<file path="config.mk">
export PLATFORM = sky130hd
export DESIGN_NAME = scan_decoder_nto2n
export DESIGN_NICKNAME = d
export VERILOG_FILES = /design/src/rtl/scan_decoder_pkg.sv /design/src/rtl/scan_decoder_nto2n_prescaler.sv /design/src/rtl/scan_decoder_nto2n.sv
export SDC_FILE = /design/constraint.sdc
export NUM_CORES = 1
export LEC_CHECK = 0
export ABC_AREA = 1
export CORE_MARGIN = 4
export CORE_UTILIZATION = 35
export CTS_BUF_LIST = sky130_fd_sc_hd__clkbuf_8
export DETAILED_ROUTE_END_ITERATION = 10
export SLEW_MARGIN = 20
export SYNTH_ARGS = -nofsm -noshare
export SYNTH_HDL_FRONTEND = slang
export SYNTH_SLANG_ARGS = --single-unit
</file>
<file path="constraint.sdc">
create_clock -name clock -period 2.8 [get_ports clock]
set_input_delay 0.7 -clock clock [delete_from_list [all_inputs] [get_ports clock]]
set_output_delay 0.7 -clock clock [all_outputs]
set_load 0.01 [all_outputs]
</file>
<file path="src/rtl/scan_decoder_pkg.sv">
// scan_decoder_pkg: shared mode codes and one-hot helper
// for the N-to-2^N scan decoder family.
package scan_decoder_pkg;

   localparam logic MODE_DIRECT = 1'b0;
   localparam logic MODE_SCAN   = 1'b1;

   // Widest decode (ADDR_W = 6); callers cast down to OUT_W.
   function automatic logic [63:0] onehot(
      input logic [5:0] addr,
      input logic       active_low
   );
      logic [63:0] v;
      v = 64'd1 << addr;
      return active_low ? ~v : v;
   endfunction

endpackage

</file>
<file path="src/rtl/scan_decoder_nto2n_prescaler.sv">
// scan_prescaler: free-running 0..SCAN_DIV-1 divider with
// synchronous clear; tick marks the last count of a step.
module scan_prescaler #(
   parameter int SCAN_DIV = 4
) (
   input  logic clock,
   input  logic reset,
   input  logic clear_i,
   input  logic run_i,
   output logic tick_o
);

   localparam int PW = (SCAN_DIV > 1) ? $clog2(SCAN_DIV) : 1;
   localparam logic [PW-1:0] TOP = PW'(SCAN_DIV - 1);

   logic [PW-1:0] pre_q, pre_d;
   logic          at_top;

   // Next count; clear wins and also suppresses the tick.
   always_comb begin
      at_top = (pre_q == TOP);
      tick_o = run_i & ~clear_i & at_top;
      pre_d  = pre_q;
      if (clear_i)
         pre_d = '0;
      else if (run_i)
         pre_d = at_top ? '0 : pre_q + PW'(1);
   end

   // Prescaler register.
   always_ff @(posedge clock) begin
      if (reset)
         pre_q <= '0;
      else
         pre_q <= pre_d;
   end

endmodule

</file>
<file path="src/rtl/scan_decoder_nto2n.sv">
// scan_decoder_nto2n: registered 74LS138-style decoder with
// triple enable and a prescaled scan counter mode.
module scan_decoder_nto2n
   import scan_decoder_pkg::*;
#(
   parameter int ADDR_W     = 3,
   parameter int SCAN_DIV   = 4,
   parameter int ACTIVE_LOW = 1
) (
   input  logic                   clock,
   input  logic                   reset,
   input  logic                   g1,
   input  logic                   g2a_n,
   input  logic                   g2b_n,
   input  logic                   mode,
   input  logic [ADDR_W-1:0]      addr_in,
   input  logic                   load,
   input  logic [ADDR_W-1:0]      scan_last,
   output logic [2**ADDR_W-1:0]   y,
   output logic [ADDR_W-1:0]      sel_out,
   output logic                   valid,
   output logic                   wrap
);

   localparam int OUT_W = 2**ADDR_W;
   localparam logic INACT = (ACTIVE_LOW != 0);
   localparam logic [OUT_W-1:0] Y_OFF = {OUT_W{INACT}};

   logic              en, scan, mode_chg, do_load, clr, tick;
   logic              mode_q;
   logic [ADDR_W-1:0] cnt_q, cnt_d;
   logic [ADDR_W-1:0] sel_q, sel_d;
   logic [OUT_W-1:0]  y_q, y_d;
   logic              valid_q, valid_d;
   logic              wrap_q, wrap_d;

   scan_prescaler #(
      .SCAN_DIV (SCAN_DIV)
   ) u_pre (
      .clock   (clock),
      .reset   (reset),
      .clear_i (clr),
      .run_i   (scan & en),
      .tick_o  (tick)
   );

   // Enable, mode and load qualification; tick is already
   // gated by clr, so load and mode change beat a step.
   always_comb begin
      en       = g1 & ~g2a_n & ~g2b_n;
      scan     = (mode == MODE_SCAN);
      mode_chg = (mode != mode_q);
      do_load  = scan & load;
      clr      = mode_chg | do_load;
   end

   // Counter step and next output image.
   always_comb begin
      cnt_d   = cnt_q;
      sel_d   = sel_q;
      y_d     = Y_OFF;
      valid_d = 1'b0;
      wrap_d  = 1'b0;
      if (!scan) begin
         sel_d = addr_in;
         if (en) begin
            y_d     = OUT_W'(onehot(6'(addr_in), INACT));
            valid_d = 1'b1;
         end
      end else begin
         if (do_load) begin
            cnt_d = addr_in;
         end else if (tick) begin
            if (cnt_q >= scan_last) begin
               cnt_d  = '0;
               wrap_d = 1'b1;
            end else begin
               cnt_d = cnt_q + ADDR_W'(1);
            end
         end
         sel_d = cnt_d;
         if (en) begin
            y_d     = OUT_W'(onehot(6'(cnt_d), INACT));
            valid_d = 1'b1;
         end
      end
   end

   // State and output registers.
   always_ff @(posedge clock) begin
      if (reset) begin
         mode_q  <= MODE_DIRECT;
         cnt_q   <= '0;
         sel_q   <= '0;
         y_q     <= Y_OFF;
         valid_q <= 1'b0;
         wrap_q  <= 1'b0;
      end else begin
         mode_q  <= mode;
         cnt_q   <= cnt_d;
         sel_q   <= sel_d;
         y_q     <= y_d;
         valid_q <= valid_d;
         wrap_q  <= wrap_d;
      end
   end

   assign y       = y_q;
   assign sel_out = sel_q;
   assign valid   = valid_q;
   assign wrap    = wrap_q;

endmodule

</file>
# --- Word-level counts from Yosys, hierarchy flattened ---
# Index checks and enable logic that the tools add are counted.
# Widths: inputs -> output; s select.
word_totals:
  ff_bits: 19
  input_bits: 13
  output_inout_bits: 13
classes:
  add_sub_neg: 2
  magnitude_cmp: 1
  eq_ne: 2
  n_shift: 2
  muxes: 11
  bitwise_logic: 14
  reduce_logical: 2
op_table:
  columns: ["op", "n"]
  rows:
  - ["$mux 8", 3]
  - ["$not 8->8", 2]
  - ["$shl 1x3->8 const A", 2]
  - ["$mux 3", 5]
  - ["$and 1x1->1", 6]
  - ["$not 1->1", 5]
  - ["$reduce_or 4->1", 1]
  - ["$add 3x1->3 const B", 1]
  - ["$ge 3x3->1", 1]
  - ["$add 2x1->2 const B", 1]
  - ["$eq 2x2->1 const B", 1]
  - ["$mux 1", 2]
  - ["$mux 2", 1]
  - ["$reduce_or 2->1", 1]
  - ["$ne 1x1->1", 1]
  - ["$or 1x1->1", 1]

# --- Depth between registers and ports, before layout ---
# Gate-level depths: netlist of run 1.
depth:
  depth_word: 13
  ltp_mapped: 12

# --- Modules after synthesis ---
# From an unflattened synthesis of run 1, not the netlist that was laid out.
hier_totals:
  hier_cells: 146
  area_unflattened_um2: 1014.7
modules_own_cells:
  columns: ["mod", "instances", "cells_each", "area_each_um2", "seq_area_each_um2"]
  rows:
  - ["scan_decoder_nto2n", 1, 130, 909.6, 340.3]
  - ["scan_prescaler", 1, 16, 105.1, 40.0]

# --- Worst setup path after synthesis of run 1 ---
# OpenSTA, ideal clock, no wires.
synth_path:
  path_type: "input to register"
  start: "input scan_last[2]"
  end: "register y_q[1], in the netlist y[1]"
  setup_time_ps: 117
  t_arrival_ps: 1676
  slack_ps: 1007
  path_stages: 10
  path_buffers: 0
  path_cell_list: "inv_1 -> ha_1 -> nand2_1 -> nand2_1 -> a21oi_1 -> nand3_1 -> nand3_1 -> nand2_1 -> o21ai_1 -> nand2_1"
synth_between:
  elab_chain_cells: 9
synth_lines:
  columns: ["item", "line", "text"]
  rows:
  - ["from (decl)", "scan_decoder_nto2n.sv:18", "input logic [ADDR_W-1:0] scan_last,"]
  - ["$ge 3x3->1", "scan_decoder_nto2n.sv:74", "if (cnt_q >= scan_last) begin"]
  - ["$mux 3", "scan_decoder_nto2n.sv:74", null]
  - ["$mux 3", "scan_decoder_nto2n.sv:73", "end else if (tick) begin"]
  - ["$mux 3", "scan_decoder_nto2n.sv:71", "if (do_load) begin"]
  - ["$mux 3", "scan_decoder_nto2n.sv:64", "if (!scan) begin"]
  - ["$shl 1x3->8", "scan_decoder_pkg.sv:14", "v = 64'd1 << addr;"]
  - ["$not 8->8", "scan_decoder_pkg.sv:15", "return active_low ? ~v : v;"]
  - ["$mux 8", "scan_decoder_nto2n.sv:82", "if (en) begin"]
  - ["$mux 8", "scan_decoder_nto2n.sv:64", null]
  - ["to (signal assigned)", "scan_decoder_nto2n.sv:102", "y_q <= y_d;"]
  - ["to (decl)", "scan_decoder_nto2n.sv:33", "logic [OUT_W-1:0] y_q, y_d;"]
# No other way between the ends. The select of a mux whose other input is x is not followed.
# A chain may end at the register's enable or synchronous reset.

# --- Worst setup path in the final report of run 1 ---
layout_path:
  start: "input scan_last[2]"
  end: "register y_q[5], in the netlist y[5]"
# The elaborated chain is that of the path after synthesis.

==> impl_metrics.csv, run 1 <==
group,metric,value,unit
cts,insertion_delay,0.25,ns
sta,setup_viol,0,
sta,rsz0062_at_grt,"false",
sta,finalMaxSlewViolations,0,
cts,cts_max_level,1,
worst_setup_path,path_max_fanout,3,
placement,routabilityCongestion,0.814,
cts,numCtsBuffers,3,
synth,yosysSeqAreaShare,35.3,%
detailed_routing,ant_nets,0,
global_routing,grt_pass1_wl,4220,um
pwr,powerDensity,412,nW/um2
finish,num-fill-cells,287,
worst_setup_path,cp_slowest_cell,"clkdlybuf4s50_1",
synth,synth.avg_cell_area,7.43,um2
hold_path,hold_path_class,"flip-flop to flip-flop",
placement,dp_hpwl,1820,um
sta,whs,0.474,ns
finish,layout.nets,190,
finish,antenna_cells,0,
global_routing,antenna_found_initial,0,
detailed_routing,viasPerCell,4.81,
run_status,status,"complete, no violations",
pwr,p_sw,0.152,mW
pwr,seqPwrFrac,49.1,%
pwr,p_total,0.574,mW
synth,synth_area,1080,um2
pwr,peakVddDrop,0.280,mV
global_routing,grt_pass1_vias,1029,
detailed_routing,wl,2250,um
detailed_routing,wl_per_cell,11.1,um
synth,syn_inst,145,
synth,synth_nets,163,
pwr,p_clk_share,32.8,%
placement,place_ws,0.344,ns
cts,clk_pin_slew,0.07,ns
worst_setup_path,path_class,"primary input to flip-flop",
die,start_util,37.8,%
finish,mostFrequentLayoutCells,"37 x nand2_1, 25 x clkdlybuf4s50_1, 19 x dfxtp_1, 18 x inv_1, 15 x nand3_1",
detailed_routing,drc,0,
cts,clk_path_buf_depth,2,
sta,relSlewSlack,78.5,%
finish,stdcell_area,1390,um2
cts,cts.repair.resized,0,
global_routing,grt_max_degree,18,
cts,tritoncts,"yes",
die,io_pins,26,
pwr,leakage,0.635,nW
finish,drive_above_1_share,11.1,%
flow_run,drv_cap,0,
pwr,intPower,0.422,mW
sta,tightest_slew,0.322,ns
die,core,2850,um2
detailed_routing,first_iter_violations,19,
placement,io_buffers,25,
sta,fin_skew,0.00262,ns
cts,cts_root_buffer,"clkbuf_8",
pwr,p_sw_share,26.5,%
global_routing,grt_overflow,0,
detailed_routing,route.met2.wl,988,um
die,rows,19,
detailed_routing,top_layer,"met4",
worst_setup_path,crit_path_end_kind,"flip-flop",
die,die_w,63.5,um
worst_setup_path,required,2.95,ns
cts,cts_sinks,19,
sta,fmax,465,MHz
placement,dpl-instance-area,1350,um2
pwr,p_comb_share,18.1,%
worst_setup_path,cp_common_cell,"nand2_1",
worst_setup_path,path_buf_inv,2,
detailed_routing,first_pass_iters,4,
die,die_height,63.5,um
sta,hold_viol_final,0,
worst_setup_path,cp_top_family,"buffers and inverters",
cts,postCtsSetupBuffers,0,
cts,hold_buffers,0,
detailed_routing,num_vias,972,
sta,tns,0,ns
detailed_routing,met3WireLength,119,um
synth,synth_warnings,0,
worst_setup_path,worstSetupStartpointType,"primary input",
worst_setup_path,crit_arrival,2.30,ns
worst_setup_path,max_stage_delay,0.46,ns
finish,areaGrowthSynthToFinish,29.3,%
synth,synth.distinct_cells,24,
worst_setup_path,crit_chain,"clkdlybuf4s50_1, inv_1, ha_1, nand2_1, nand2_1, a21oi_1, nand3_1, nand3_1, nand2_1, o21ai_1, nand2_1",
sta,layout_setup_ws,0.648,ns
synth,synth-seq-cells,19,
finish,layout_commonest_cell,"nand2_1",
detailed_routing,wirelength_met1,1100,um
global_routing,gr-usage-all-layers,12.7,%
sta,min_period,2.15,ns
sta,fin_crit_sh,76.9,%
die,die-area,4030,um2
==> kinds of logic after synthesis <==
logic type,share of synthesized area [%]
adders and majority gates,5.81
buffers and inverters,8.83
and+or+nand+nor,38.0
DFF,35.3
AOI/OAI and AO/OA,11.3
xor gates and xnor gates,0.813
==> synth_stat cells <==
master	instances	area [um2]
xnor2_1	1	8.76
a21oi_2	1	8.76
buf_6	1	11.3
nand2_1	37	139
nand2_2	3	18.8
dfxtp_1	19	380
inv_1	18	67.6
nand3_4	2	35.0
o21ai_0	5	25.0
nand2_4	2	22.5
o21bai_1	1	7.51
nor3_1	4	20.0
nand2_8	1	20.0
buf_4	1	7.51
nor2_8	1	20.0
nor2_2	1	6.26
nor2_1	6	22.5
o21ai_1	2	10.0
a21oi_1	14	70.1
nand3_1	15	75.1
nand3_2	3	30.0
clkbuf_1	1	3.75
ha_1	5	62.6
buf_2	1	5.00
==> worst register-to-register path, stage by stage, from the launching register on <==
cell	delay (ns)
dfxtp_1	0.36
inv_1	0.09
ha_1	0.27
inv_1	0.05
nand2_1	0.05
a21oi_1	0.19
nand3_1	0.09
nand3_1	0.07
nand2_1	0.10
o21ai_1	0.18
nand2_1	0.07
==> power groups by stage <==
stage / clock [mW] / sequential [mW] / combinational (mW)
after floorplan: 0 / 0.290 / 0.0628
after global placement: 0 / 0.288 / 0.103
after detailed placement: 0 / 0.288 / 0.105
after CTS: 0.199 / 0.282 / 0.105
after global routing: 0.209 / 0.282 / 0.118
final: 0.188 / 0.282 / 0.104
==> per-stage QoR <==
stage,instances,util [%]
CTS,202,48.8
global route,202,48.8
floorplan,145,-
finish,202,48.8
global placement,198,47.2
detailed placement,198,47.2
==> flip-flops by register name (all words and copies together) (netlist names) <==
name	count
sel_out	3
wrap	1
u_pre.pre_q	2
cnt_q	3
y	8
valid	1
mode_q	1
==> layer usage <==
metal / vias up / global-route usage (%)
met3: 6 / 2.84
met5: - / 0
met1: 418 / 16.1
met4: 0 / 5.66
met2: 30 / 20.3
li1: 518 / -
==> final timing paths <==
check	start	slack (ns)	endpoint	depth (start not counted)
worst max register to register	cnt_q[0]$_SDFFE_PP0P_	1.15	y[5]$_SDFF_PP1_	10
worst max-delay path	scan_last[2]	0.65	y[5]$_SDFF_PP1_	11
worst min register to register	u_pre.pre_q[1]$_SDFFE_PP0N_	0.47	u_pre.pre_q[1]$_SDFFE_PP0N_	2
worst min-delay path	u_pre.pre_q[1]$_SDFFE_PP0N_	0.47	u_pre.pre_q[1]$_SDFFE_PP0N_	2
==> final cells by class <==
cell class	count	area [um2]	share of cell area, %
Clock buffer	3	41.3	2.96
Clock inverter	1	5.00	0.359
Inverter	18	67.6	4.85
Multi-Input combinational cell	104	602	43.2
Sequential cell	19	380	27.3
Tap cell	31	38.8	2.79
Timing Repair Buffer	26	258	18.5
Note: power is estimated with default switching activity, not from simulation.
==> inputs of run 2 (changes only) <==
==> constraint.sdc (replaced) <==
create_clock -name clock -period 2 [get_ports clock]
set_input_delay 0.5 -clock clock [delete_from_list [all_inputs] [get_ports clock]]
set_output_delay 0.5 -clock clock [all_outputs]
set_load 0.01 [all_outputs]
==> impl_metrics.csv, run 2 (same netlist as run 1, synthesis figures left out) <==
group,metric,value,unit
global_routing,antenna_found_initial,0,
die,die_w,63.5,um
worst_setup_path,crit_chain,"clkdlybuf4s50_1, inv_1, ha_4, nand2_1, inv_1, nand2_2, nand3_1, nand2_1, nand3_4, nand2_4, a21oi_1, nand2_1",
global_routing,grt_max_degree,18,
finish,antenna_cells,0,
die,rows,19,
sta,relSlewSlack,76.1,%
hold_path,hold_depth,2,
finish,final_cells,206,
placement,dp_hpwl,1830,um
placement,routabilityCongestion,0.816,
worst_setup_path,required,2.15,ns
finish,drive_above_1_share,18.3,%
worst_setup_path,crit_arrival,2.04,ns
sta,setup_viol,0,
finish,layout_commonest_cell,"nand2_1",
pwr,peakVddDrop,0.303,mV
detailed_routing,wl_per_cell,11.9,um
cts,numCtsBuffers,3,
pwr,leakage,0.663,nW
flow_run,drv_cap,0,
finish,final_util,51.8,%
run_status,status,"complete, no violations",
sta,finalMaxSlewViolations,0,
cts,tritoncts,"yes",
placement,io_buffers,25,
worst_setup_path,cp_common_cell,"nand2_1",
finish,largest_register_ffs,8,
pwr,p_clk_share,32.4,%
cts,cts_sinks,19,
global_routing,grtUsageMet3,3.02,%
global_routing,grt_util_met2,20.1,%
worst_setup_path,cp_top_family,"buffers and inverters",
die,core,2850,um2
cts,clk_path_buf_depth,2,
hold_path,hold_path_class,"flip-flop to flip-flop",
worst_setup_path,crit_path_end_kind,"flip-flop",
worst_setup_path,path_max_fanout,4,
sta,hold_viol_final,0,
pwr,p_sw,0.227,mW
cts,hold_buffers,0,
detailed_routing,first_iter_violations,43,
worst_setup_path,worstSetupStartpointType,"primary input",
pwr,intPower,0.601,mW
worst_setup_path,path_class,"primary input to flip-flop",
global_routing,grt_overflow,0,
cts,cts_max_level,1,
detailed_routing,drc,0,
worst_setup_path,max_stage_delay,0.46,ns
global_routing,grt_util_met1,17.3,%
pwr,powerDensity,560,nW/um2
finish,layout.nets,194,
pwr,seqPwrFrac,47.7,%
detailed_routing,wl,2450,um
global_routing,gr-max-usage-layer,"met2",
cts,clk_pin_slew,0.07,ns
sta,fin_skew,0.000865,ns
pwr,p_comb_share,19.9,%
worst_setup_path,cp_slowest_cell,"clkdlybuf4s50_1",
worst_setup_path,r2r_cells,10,
finish,areaGrowthSynthToFinish,37.3,%
worst_setup_path,path_buf_inv,3,
global_routing,grt_pass1_vias,985,
sta,whs,0.484,ns
sta,tightest_slew,0.358,ns
finish,mostFrequentLayoutCells,"34 x nand2_1, 25 x clkdlybuf4s50_1, 19 x dfxtp_1, 17 x inv_1, 14 x nand3_1",
detailed_routing,num_vias,1006,
die,start_util,37.8,%
die,io_pins,26,
cts,postCtsSetupBuffers,0,
pwr,p_sw_share,27.5,%
die,die-area,4030,um2
sta,fin_crit_sh,94.2,%
detailed_routing,first_pass_iters,4,
detailed_routing,viasPerCell,4.88,
sta,fmax,531,MHz
placement,dp.cells,202,
cts,cts_root_buffer,"clkbuf_8",
cts,insertion_delay,0.26,ns
sta,min_period,1.88,ns
worst_setup_path,cp_num_cells,12,
global_routing,grt_pass1_wl,4280,um
die,die_height,63.5,um
cts,cts.repair.resized,0,
detailed_routing,ant_nets,0,
global_routing,gr-usage-all-layers,13.2,%
run 2: cell types whose count changed in the layout (fill, tap and decap cells not counted), moves of 2 or more:
cell / previous run / this run
nand3_4: 2 / 4
nand2_1: 37 / 34
o21ai_2: 0 / 2
nand2_2: 3 / 5
buf_4: 1 / 5
o21ai_1: 2 / 0
run 2: cell type report:
cell class / instances / area, um2
clock buffers: 3 / 41.3
clock inverters: 1 / 5.00
fillers: 285 / 1370
inverters: 18 / 67.6
multi-input cells: 104 / 658
flip-flops and latches: 19 / 380
well taps: 31 / 38.8
repair buffers: 30 / 288
run 2: path summary, 6_finish.rpt:
path / startpoint / endpoint / slack, ns
hold reg to reg: u_pre.pre_q[0]$_SDFFE_PP0N_ / u_pre.pre_q[0]$_SDFFE_PP0N_ / 0.48
hold / removal: u_pre.pre_q[0]$_SDFFE_PP0N_ / u_pre.pre_q[0]$_SDFFE_PP0N_ / 0.48
setup / recovery: scan_last[2] / y[0]$_SDFF_PP1_ / 0.12
setup reg to reg: cnt_q[0]$_SDFFE_PP0P_ / y[5]$_SDFF_PP1_ / 0.38
run 2: stage by stage:
stage	power [mW]	setup slack (ns)	setup TNS, ns	cell area [um2]
3_3_place_gp	0.553	-0.233	-1.46	1380
5_1_grt	0.877	-0.00936	-0.0164	1480
4_1_cts	0.827	0.0201	0	1420
6_report	0.828	0.115	0	1480
2_1_floorplan	0.493	0.407	0	1080
3_5_place_dp	0.555	-0.264	-1.89	1380
run 2: layer usage:
| layer | part of all wire, % | vias up |
|---|---|---|
| li1 | - | 526 |
| met1 | 47 | 449 |
| met2 | 46 | 26 |
| met3 | 4.9 | 5 |
| met4 | 2.0 | 0 |
| met5 | 0 | - |
run 2: power groups by stage:
stage	Clock [mW]	Sequential, mW	Combinational (mW)
finish	0.268	0.395	0.165
global route	0.297	0.397	0.184
CTS	0.280	0.394	0.152
detailed placement	0	0.403	0.152
global placement	0	0.403	0.150
floorplan	0	0.405	0.0880
run 2: worst min-delay path: stages, from the launching register on:
cell and delay [ns]:
dfxtp_1 0.33, nand2_1 0.06, a21oi_1 0.05
